==> config.mk <==
export PLATFORM = sky130hd
export DESIGN_NAME = inbox_fifo
export DESIGN_NICKNAME = d
export VERILOG_FILES = /design/src/rtl/inbox_fifo.sv
export SDC_FILE = /design/constraint.sdc
export NUM_CORES = 1
export LEC_CHECK = 0
export ABC_AREA = 1
export BUFFER_PORTS_ARGS = -buffer_cell sky130_fd_sc_hd__clkbuf_2
export CAP_MARGIN = 20
export CORE_AREA = 2 2 109 111
export CTS_CLUSTER_DIAMETER = 200
export DETAILED_ROUTE_END_ITERATION = 6
export DIE_AREA = 0 0 111 113
export PLACE_DENSITY = 0.82
export SLEW_MARGIN = 20
export SYNTH_ARGS = -nofsm -noshare
export SYNTH_HDL_FRONTEND = slang
export SYNTH_SLANG_ARGS = --single-unit
==> constraint.sdc <==
create_clock -name clk -period 2.3 [get_ports clk]
set_input_delay 0.115 -clock clk [delete_from_list [all_inputs] [get_ports clk]]
set_output_delay 0.115 -clock clk [all_outputs]
set_load 0.01 [all_outputs]
==> src/rtl/inbox_fifo.sv <==
// ---------------------------------------------------------------------------
// inbox_fifo -- byte inbox queue between an external loader and the control
// unit. First-word-fall-through: the head entry is always visible on o_data,
// and the control unit pops it by asserting rIn.
//
// Ports
//   clk       sole clock, rising edge
//   i_rst_n   asynchronous active-low reset (pointers, count, error flag)
//   i_wr      write strobe from the loader
//   i_data    write byte, sampled with i_wr
//   rIn       pop strobe from the control unit
//   i_clr     synchronous flush, overrides write and pop in the same cycle
//   o_data    head entry (don't-care while o_empty=1)
//   o_empty   queue empty
//   o_full    queue holds DEPTH entries
//   o_count   number of stored entries, 0..DEPTH
//   o_err     sticky protocol-error flag
//
// Configuration macro
//   INBOX_ERR_FLAG_EN  when defined, o_err sets on a dropped write (full, no
//                      pop) or an ignored pop (empty, no write) and holds
//                      until i_clr or reset. Undefined: o_err is tied to 0.
// ---------------------------------------------------------------------------
module inbox_fifo #(
  parameter int DEPTH = 16,
  parameter int AW    = $clog2(DEPTH)
) (
  input  logic          clk,
  input  logic          i_rst_n,
  input  logic          i_wr,
  input  logic [7:0]    i_data,
  input  logic          rIn,
  input  logic          i_clr,
  output logic [7:0]    o_data,
  output logic          o_empty,
  output logic          o_full,
  output logic [AW:0]   o_count,
  output logic          o_err
);

  localparam logic [AW:0] FULL_CNT = (AW+1)'(DEPTH);

  // Storage is intentionally not reset; only the bookkeeping is.
  logic [7:0]    mem_q [DEPTH];
  logic [AW-1:0] rptr_q, rptr_d;
  logic [AW-1:0] wptr_q, wptr_d;
  logic [AW:0]   cnt_q,  cnt_d;

  logic empty, full, wr_ok, rd_ok;

  assign empty = (cnt_q == '0);
  assign full  = (cnt_q == FULL_CNT);

  // A write into a full queue is still accepted when the same cycle pops,
  // since the pop frees the slot the write lands in (wptr == rptr when full).
  assign wr_ok = i_wr & (~full | rIn);
  // No bypass: a pop on an empty queue is ignored even if a write arrives.
  assign rd_ok = rIn & ~empty;

  always_comb begin
    rptr_d = rptr_q;
    wptr_d = wptr_q;
    cnt_d  = cnt_q;
    if (i_clr) begin
      rptr_d = '0;
      wptr_d = '0;
      cnt_d  = '0;
    end else begin
      if (wr_ok) wptr_d = wptr_q + AW'(1);
      if (rd_ok) rptr_d = rptr_q + AW'(1);
      case ({wr_ok, rd_ok})
        2'b10:   cnt_d = cnt_q + (AW+1)'(1);
        2'b01:   cnt_d = cnt_q - (AW+1)'(1);
        default: cnt_d = cnt_q;
      endcase
    end
  end

  always_ff @(posedge clk or negedge i_rst_n) begin
    if (!i_rst_n) begin
      rptr_q <= '0;
      wptr_q <= '0;
      cnt_q  <= '0;
    end else begin
      rptr_q <= rptr_d;
      wptr_q <= wptr_d;
      cnt_q  <= cnt_d;
    end
  end

  always_ff @(posedge clk) begin
    if (wr_ok && !i_clr) mem_q[wptr_q] <= i_data;
  end

  assign o_data  = mem_q[rptr_q];
  assign o_empty = empty;
  assign o_full  = full;
  assign o_count = cnt_q;

`ifdef INBOX_ERR_FLAG_EN
  logic err_q, err_d;
  logic drop_wr, bad_pop;

  assign drop_wr = i_wr & full & ~rIn;
  // Pop on empty that coincides with a write is the normal no-bypass case,
  // not a protocol error.
  assign bad_pop = rIn & empty & ~i_wr;

  always_comb begin
    err_d = err_q | drop_wr | bad_pop;
    if (i_clr) err_d = 1'b0;
  end

  always_ff @(posedge clk or negedge i_rst_n) begin
    if (!i_rst_n) err_q <= 1'b0;
    else          err_q <= err_d;
  end

  assign o_err = err_q;
`else
  assign o_err = 1'b0;
`endif

endmodule

==> results of run 1 <==
## power by group
part	internal [mW]	switching (mW)	total, mW
combinational	0.766	1.48	2.24
clock	1.72	1.09	2.80
sequential	2.87	0.109	2.98
total	5.36	2.67	8.03
## metal layers
layer,track usage (%),part of all wire (%),vias up
li1,-,-,1909
met2,38.40,51,216
met4,9.833,2.3,0
met3,5.785,7.7,32
met1,27.56,39,2003
met5,0,0,-
## Yosys cell counts
library cell,instances
conb_1,1
xnor2_1,2
nand3_4,2
o21ai_1,38
nand3_1,31
nor2_1,90
ha_1,8
nor2_4,2
clkinv_1,2
inv_1,25
fa_1,1
nor3_1,19
buf_4,8
nand2_1,34
nand2_2,1
buf_2,13
a21oi_1,11
clkbuf_1,3
inv_2,6
o21ai_0,30
nand2_4,1
a211oi_1,1
edfxtp_1,128
dfrtp_1,13
buf_6,3
o211ai_1,32
nand3b_2,1
nor2_2,1
nand4_2,1
a21oi_4,1
## area by class of cell
| cell class | count | share of cell area (%) |
|---|---|---|
| inverter | 33 | 1.755 |
| clock buffer | 17 | 6.028 |
| multi-input combinational | 308 | 23.12 |
| tap | 143 | 2.535 |
| sequential | 141 | 59.11 |
| clock inverter | 14 | 2.553 |
| timing repair buffer | 51 | 4.894 |
## repair_timing
action                     in CTS  in global routing
setup endpoints to repair       1                  0
hold endpoints to repair       15                  0
hold buffers                    2                  0
resized for setup               1                  0
## registers in the layout (all words and copies together) (netlist names)
name / cells
rptr_q: 4
wptr_q: 4
mem_q: 128
o_count: 5
## path summary, 6_finish.rpt
kind                            startpoint    endpoint  depth (start not counted)
worst min-delay path                   rIn   rptr_q[1]                          3
worst min register to register   wptr_q[1]   wptr_q[1]                          2
max in group asynchronous          i_rst_n   rptr_q[0]                          2
min in group asynchronous          i_rst_n   wptr_q[2]                          2
worst max-delay path             rptr_q[2]   o_data[7]                          5
worst max register to register  o_count[1]  o_count[4]                         14
## cell families (layout without fill, tap and decap cells)
| family | after synthesis | count (layout) |
|---|---|---|
| AOI/OAI and AO/OA | 113 | 113 |
| xor gates and xnor gates | 2 | 2 |
| adders and majority gates | 9 | 9 |
| buffers and inverters | 60 | 115 |
| DFF | 141 | 141 |
| other | 1 | 1 |
| and+or+nand+nor | 183 | 183 |
## worst reg2reg max path, cell delays in order, from the launching register on
cell	delay [ns]
dfrtp_1	0.45
nor2_4	0.19
nand3_4	0.11
nand3b_2	0.19
inv_1	0.11
ha_1	0.33
a21oi_1	0.20
nand2_1	0.07
nand2_1	0.06
nand2_1	0.07
nand2_1	0.06
inv_1	0.04
nor2_1	0.08
nand2_1	0.06
nand2_1	0.06
## metrics by stage
stage | util (%) | power [mW] | setup WS (ns) | instances
final | 62.60 | 8.030 | 0.06185 | 707
after global routing | 62.60 | 8.414 | 0.0008424 | 707
after CTS | 62.52 | 8.046 | 0.1003 | 707
after detailed placement | 56.95 | 5.240 | 0.1942 | 674
after global placement | 56.95 | 5.142 | 0.2452 | 674
after floorplan | - | 4.619 | 0.3399 | 509
==> results.sh, run 1 <==
export IMPL_outcome="finished, violations left"
export IMPL_violations="DRC"
export IMPL_cts_tree="done"
export IMPL_synth_mux_area_share_pct=0
export IMPL_area_delta_synth_final_pct=15.98
export IMPL_remaining_drc_errors=26
export IMPL_ys_types=30
export IMPL_dpl_instance_area_um2=6420
export IMPL_powerDensity_nw_per_um2=1138
export IMPL_layout_drive_gt1_share_pct=17.73
export IMPL_grt_ovfl_total=0
export IMPL_num_rows=39
export IMPL_rsz0062_at_grt="no"
export IMPL_hpwl_um=8188
export IMPL_crit_arrival_ns=2.12
export IMPL_io_buffers=27
export IMPL_cp_cell_sequence="clkinv_1, o211ai_1, nand3_1, nand2_1, clkbuf_2"
export IMPL_synthCells=509
export IMPL_path_clk_slew_ns=0.06
export IMPL_core_um2=11270
export IMPL_slowest_delay_ns=0.53
export IMPL_tightest_slew_ns=0.6812
export IMPL_fin_area_um2=7057
export IMPL_routed_wl_um=13490
export IMPL_n_antenna_cell=0
export IMPL_hold_class="primary input to register"
export IMPL_antenna_left=0
export IMPL_whs_ns=0.08295
export IMPL_irDropWorstVdd_mv=0.8211
export IMPL_start_util_pct=53.98
export IMPL_grt_pass1_wl_um=21330
export IMPL_timing_final_crit_share_pct=97.31
export IMPL_die_y_um=113
export IMPL_post_cts_buffers=0
export IMPL_crit_path_top_delay_cell="clkinv_1"
export IMPL_die_w_um=111
export IMPL_yosysTopAreaCellShare_pct=63.17
export IMPL_cts_sinks=141
export IMPL_synth_area_um2=6085
export IMPL_synth_avg_cell_area_um2=11.95
export IMPL_cp_end_kind="output pin"
export IMPL_synth_adder_area_share_pct=1.974
export IMPL_max_cap_viol_count=0
export IMPL_yosysSeqAreaShare_pct=68.52
export IMPL_worstSetupStartpointType="register"
export IMPL_synth_top_family_by_area="simple AND/OR/NAND/NOR gates"
export IMPL_globalplace_congestion=0.8337
export IMPL_setup_violations=0
export IMPL_hold_viol=0
export IMPL_setup_tns_ns=0
export IMPL_pin_count=29
export IMPL_num_vias=4160
export IMPL_synth_xor_area_share_pct=0.2879
export IMPL_antenna_found_initial=0
export IMPL_multiInputGateArea_um2=1632
export IMPL_grt_pass1_vias=4181
export IMPL_h_tree_depth=4
export IMPL_relSlewSlack_pct=54.34
export IMPL_mostFrequentLayoutCells="128 x edfxtp_1, 90 x nor2_1, 38 x o21ai_1"
export IMPL_fillers=811
export IMPL_insertion_delay_ns=0.42
export IMPL_crit_fanout=17
export IMPL_routed_via_density=5.884
export IMPL_synth_top_cell_by_area="edfxtp_1"
export IMPL_synth_seq_cells=141
export IMPL_path_class="register to output pin"
export IMPL_regArea_um2=4172
export IMPL_synth_compound_area_share_pct=10.84
export IMPL_dr_pass1_iters=7
export IMPL_drt_iter0_markers=564
export IMPL_cp_required_ns=2.18
export IMPL_p_leak_nw=2.596
export IMPL_finClkSkew_ns=0.01245
export IMPL_grt_max_degree=42
export IMPL_die_area_um2=12540
export IMPL_cts_buffers=17
export IMPL_path_buf_inv=2
export IMPL_crit_family="buffers and inverters"
export IMPL_grt_use_total_pct=22.56
export IMPL_yosys_area_share_simple_pct=13.49
export IMPL_cts_root_buf="clkbuf_16"
export IMPL_final_max_slew_violation_count=0
export IMPL_syn_nets=531
export IMPL_ys_warn_count=0
export IMPL_synthTopCellsByArea="edfxtp_1 63%, nor2_1 5.6%, dfrtp_1 5.3%, o211ai_1 3.9%, o21ai_1 3.1%"
export IMPL_reg2reg_slack_ns=0.17
export IMPL_nets=574
export IMPL_cts_buffer_depth=2
export IMPL_final_common_cell="edfxtp_1"
export IMPL_post_route_min_period_ns=2.238
export IMPL_detail_route_wl_per_cell_um=19.08
export IMPL_fmax_ghz=0.4468
Note: power is estimated with default switching activity, not from simulation.
==> inputs of run 2 (changes only) <==
--- a/config.mk
+++ b/config.mk
@@ -13,6 +13,7 @@
 export DETAILED_ROUTE_END_ITERATION = 6
 export DIE_AREA = 0 0 111 113
 export PLACE_DENSITY = 0.82
+export SETUP_SLACK_MARGIN = 0.2
 export SLEW_MARGIN = 20
 export SYNTH_ARGS = -nofsm -noshare
 export SYNTH_HDL_FRONTEND = slang
==> run 2 against run 1 <==
Against the previous run: the run now ends clean; flip-flop and latch count is the same; largest power group unchanged; hold slack gained 0.030 ns; sequential share of layout area shrank 1.5 points; setup slack gained 0.16 ns; final area grew 2.6%; critical path type unchanged; final cell count grew 0.99%.
==> results.sh, run 2 (synthesis gave the netlist of run 1 again) <==
export IMPL_outcome="completed"
export IMPL_postLayoutCoreUtil_pct=64.25
export IMPL_final_common_cell="edfxtp_1"
export IMPL_num_vias=4286
export IMPL_start_util_pct=53.98
export IMPL_io_buffers=27
export IMPL_hold_class="primary input to register"
export IMPL_path_clk_slew_ns=0.06
export IMPL_globalplace_congestion=0.8337
export IMPL_finClkSkew_ns=0.01493
export IMPL_powerDensity_nw_per_um2=1162
export IMPL_fillers=793
export IMPL_setup_violations=0
export IMPL_grt_max_degree=42
export IMPL_fin_area_um2=7242
export IMPL_num_rows=39
export IMPL_p_leak_nw=2.662
export IMPL_fmax_ghz=0.4803
export IMPL_grt_use_total_pct=22.62
export IMPL_area_delta_synth_final_pct=19.02
export IMPL_pin_count=29
export IMPL_hold_viol=0
export IMPL_die_y_um=113
export IMPL_post_place_ws_ns=0.1942
export IMPL_reg2reg_slack_ns=0.33
export IMPL_cts_tree="done"
export IMPL_timing_final_crit_share_pct=90.52
export IMPL_hpwl_um=8188
export IMPL_max_cap_viol_count=0
export IMPL_cts_buffer_depth=2
export IMPL_cts_root_buf="clkbuf_16"
export IMPL_cp_required_ns=2.18
export IMPL_routed_via_density=6.003
export IMPL_crit_path_top_delay_cell="dfrtp_1"
export IMPL_die_w_um=111
export IMPL_detail_route_wl_per_cell_um=19.96
export IMPL_cts_sinks=141
export IMPL_whs_ns=0.1129
export IMPL_grt_ovfl_total=0
export IMPL_cts_buffers=17
export IMPL_final_setup_worst_slack_ns=0.2179
export IMPL_layout_drive_gt1_share_pct=20.67
export IMPL_core_um2=11270
export IMPL_routed_wl_um=14250
export IMPL_antenna_found_initial=0
export IMPL_setup_tns_ns=0
export IMPL_relSlewSlack_pct=52.72
export IMPL_h_tree_depth=4
export IMPL_grt_pass1_wl_um=21420
export IMPL_insertion_delay_ns=0.42
export IMPL_crit_arrival_ns=1.97
export IMPL_drt_iter0_markers=640
export IMPL_irDropWorstVdd_mv=0.8348
export IMPL_cp_cell_sequence="clkinv_1, nand3_1, nand2_1, clkbuf_2"
export IMPL_tightest_slew_ns=0.7054
export IMPL_mostFrequentLayoutCells="128 x edfxtp_1, 87 x nor2_1, 39 x o21ai_1"
export IMPL_path_class="register to output pin"
export IMPL_slowest_delay_ns=0.63
export IMPL_crit_fanout=10
export IMPL_final_max_slew_violation_count=0
export IMPL_remaining_drc_errors=0
export IMPL_worstSetupStartpointType="register"
export IMPL_n_antenna_cell=0
export IMPL_dpl_instance_area_um2=6420
export IMPL_nets=581
export IMPL_grt_pass1_vias=4184
export IMPL_largest_register_ffs=128
export IMPL_die_area_um2=12540
export IMPL_dr_pass1_iters=6
export IMPL_rsz0062_at_grt="yes"
export IMPL_antenna_left=0
export IMPL_post_route_min_period_ns=2.082
export IMPL_top_register="mem_q"
export IMPL_cp_end_kind="output pin"
run 2: cell count changes in the layout (fill, tap and decap cells not counted), moves of 3 or more:
cell     change
dfrtp_1      -3
buf_12       +3
nor2_1       -3
nor2_2       +3
dfrtp_2      +3
run 2: what timing repair did:
item	CTS	global route
setup endpoints to repair	15	10
resized for setup	6	22
hold endpoints to repair	15	0
gates cloned	0	2
setup buffers	0	5
hold buffers	2	0
pin swaps	0	5
run 2: area by class of cell:
type                       count  area, um^2  share of cell area (%)
multi-input combinational    308        1679                   23.19
timing repair buffer          58       470.5                   6.496
sequential                   141        4175                   57.65
clock inverter                14       180.2                   2.488
tap                          143       178.9                   2.471
clock buffer                  17       425.4                   5.874
inverter                      33       132.6                   1.831
run 2: worst max-delay path, delay by kind of cell, from the launching register on:
family	cells	cell delay, ns
buffers and inverters	2	0.57
flip-flops	1	0.63
AND/OR/NAND/NOR	2	0.35
run 2: metrics by stage:
stage	std cells	total power [mW]
after floorplan	509	4.619
after detailed placement	674	5.240
after global routing	714	8.801
after CTS	707	8.068
after global placement	674	5.142
final	714	8.416
run 2: worst paths after layout:
path	to	depth (start not counted)	from
max	o_data[6]	4	rptr_q[3]
min	rptr_q[1]	3	rIn
max reg2reg	o_count[4]	14	o_count[3]
min reg2reg	o_count[0]	2	o_count[0]
max in group asynchronous	o_count[1]	2	i_rst_n
min in group asynchronous	wptr_q[2]	2	i_rst_n
run 2: metal layers:
metal	vias to the layer above	track usage [%]	share of wire, %
met5	-	0	0
met4	0	9.583	2.0
met1	2082	27.56	38
met2	235	38.65	52
met3	35	5.892	8.7
li1	1934	-	-
run 2: power breakdown:
group          leakage [nW]  internal, mW  switching [mW]  total (mW)
registers              1.32          2.88           0.112        2.99
logic                  1.05          1.00            1.61        2.61
clock network         0.292          1.72            1.09        2.81
total                  2.66          5.60            2.81        8.42
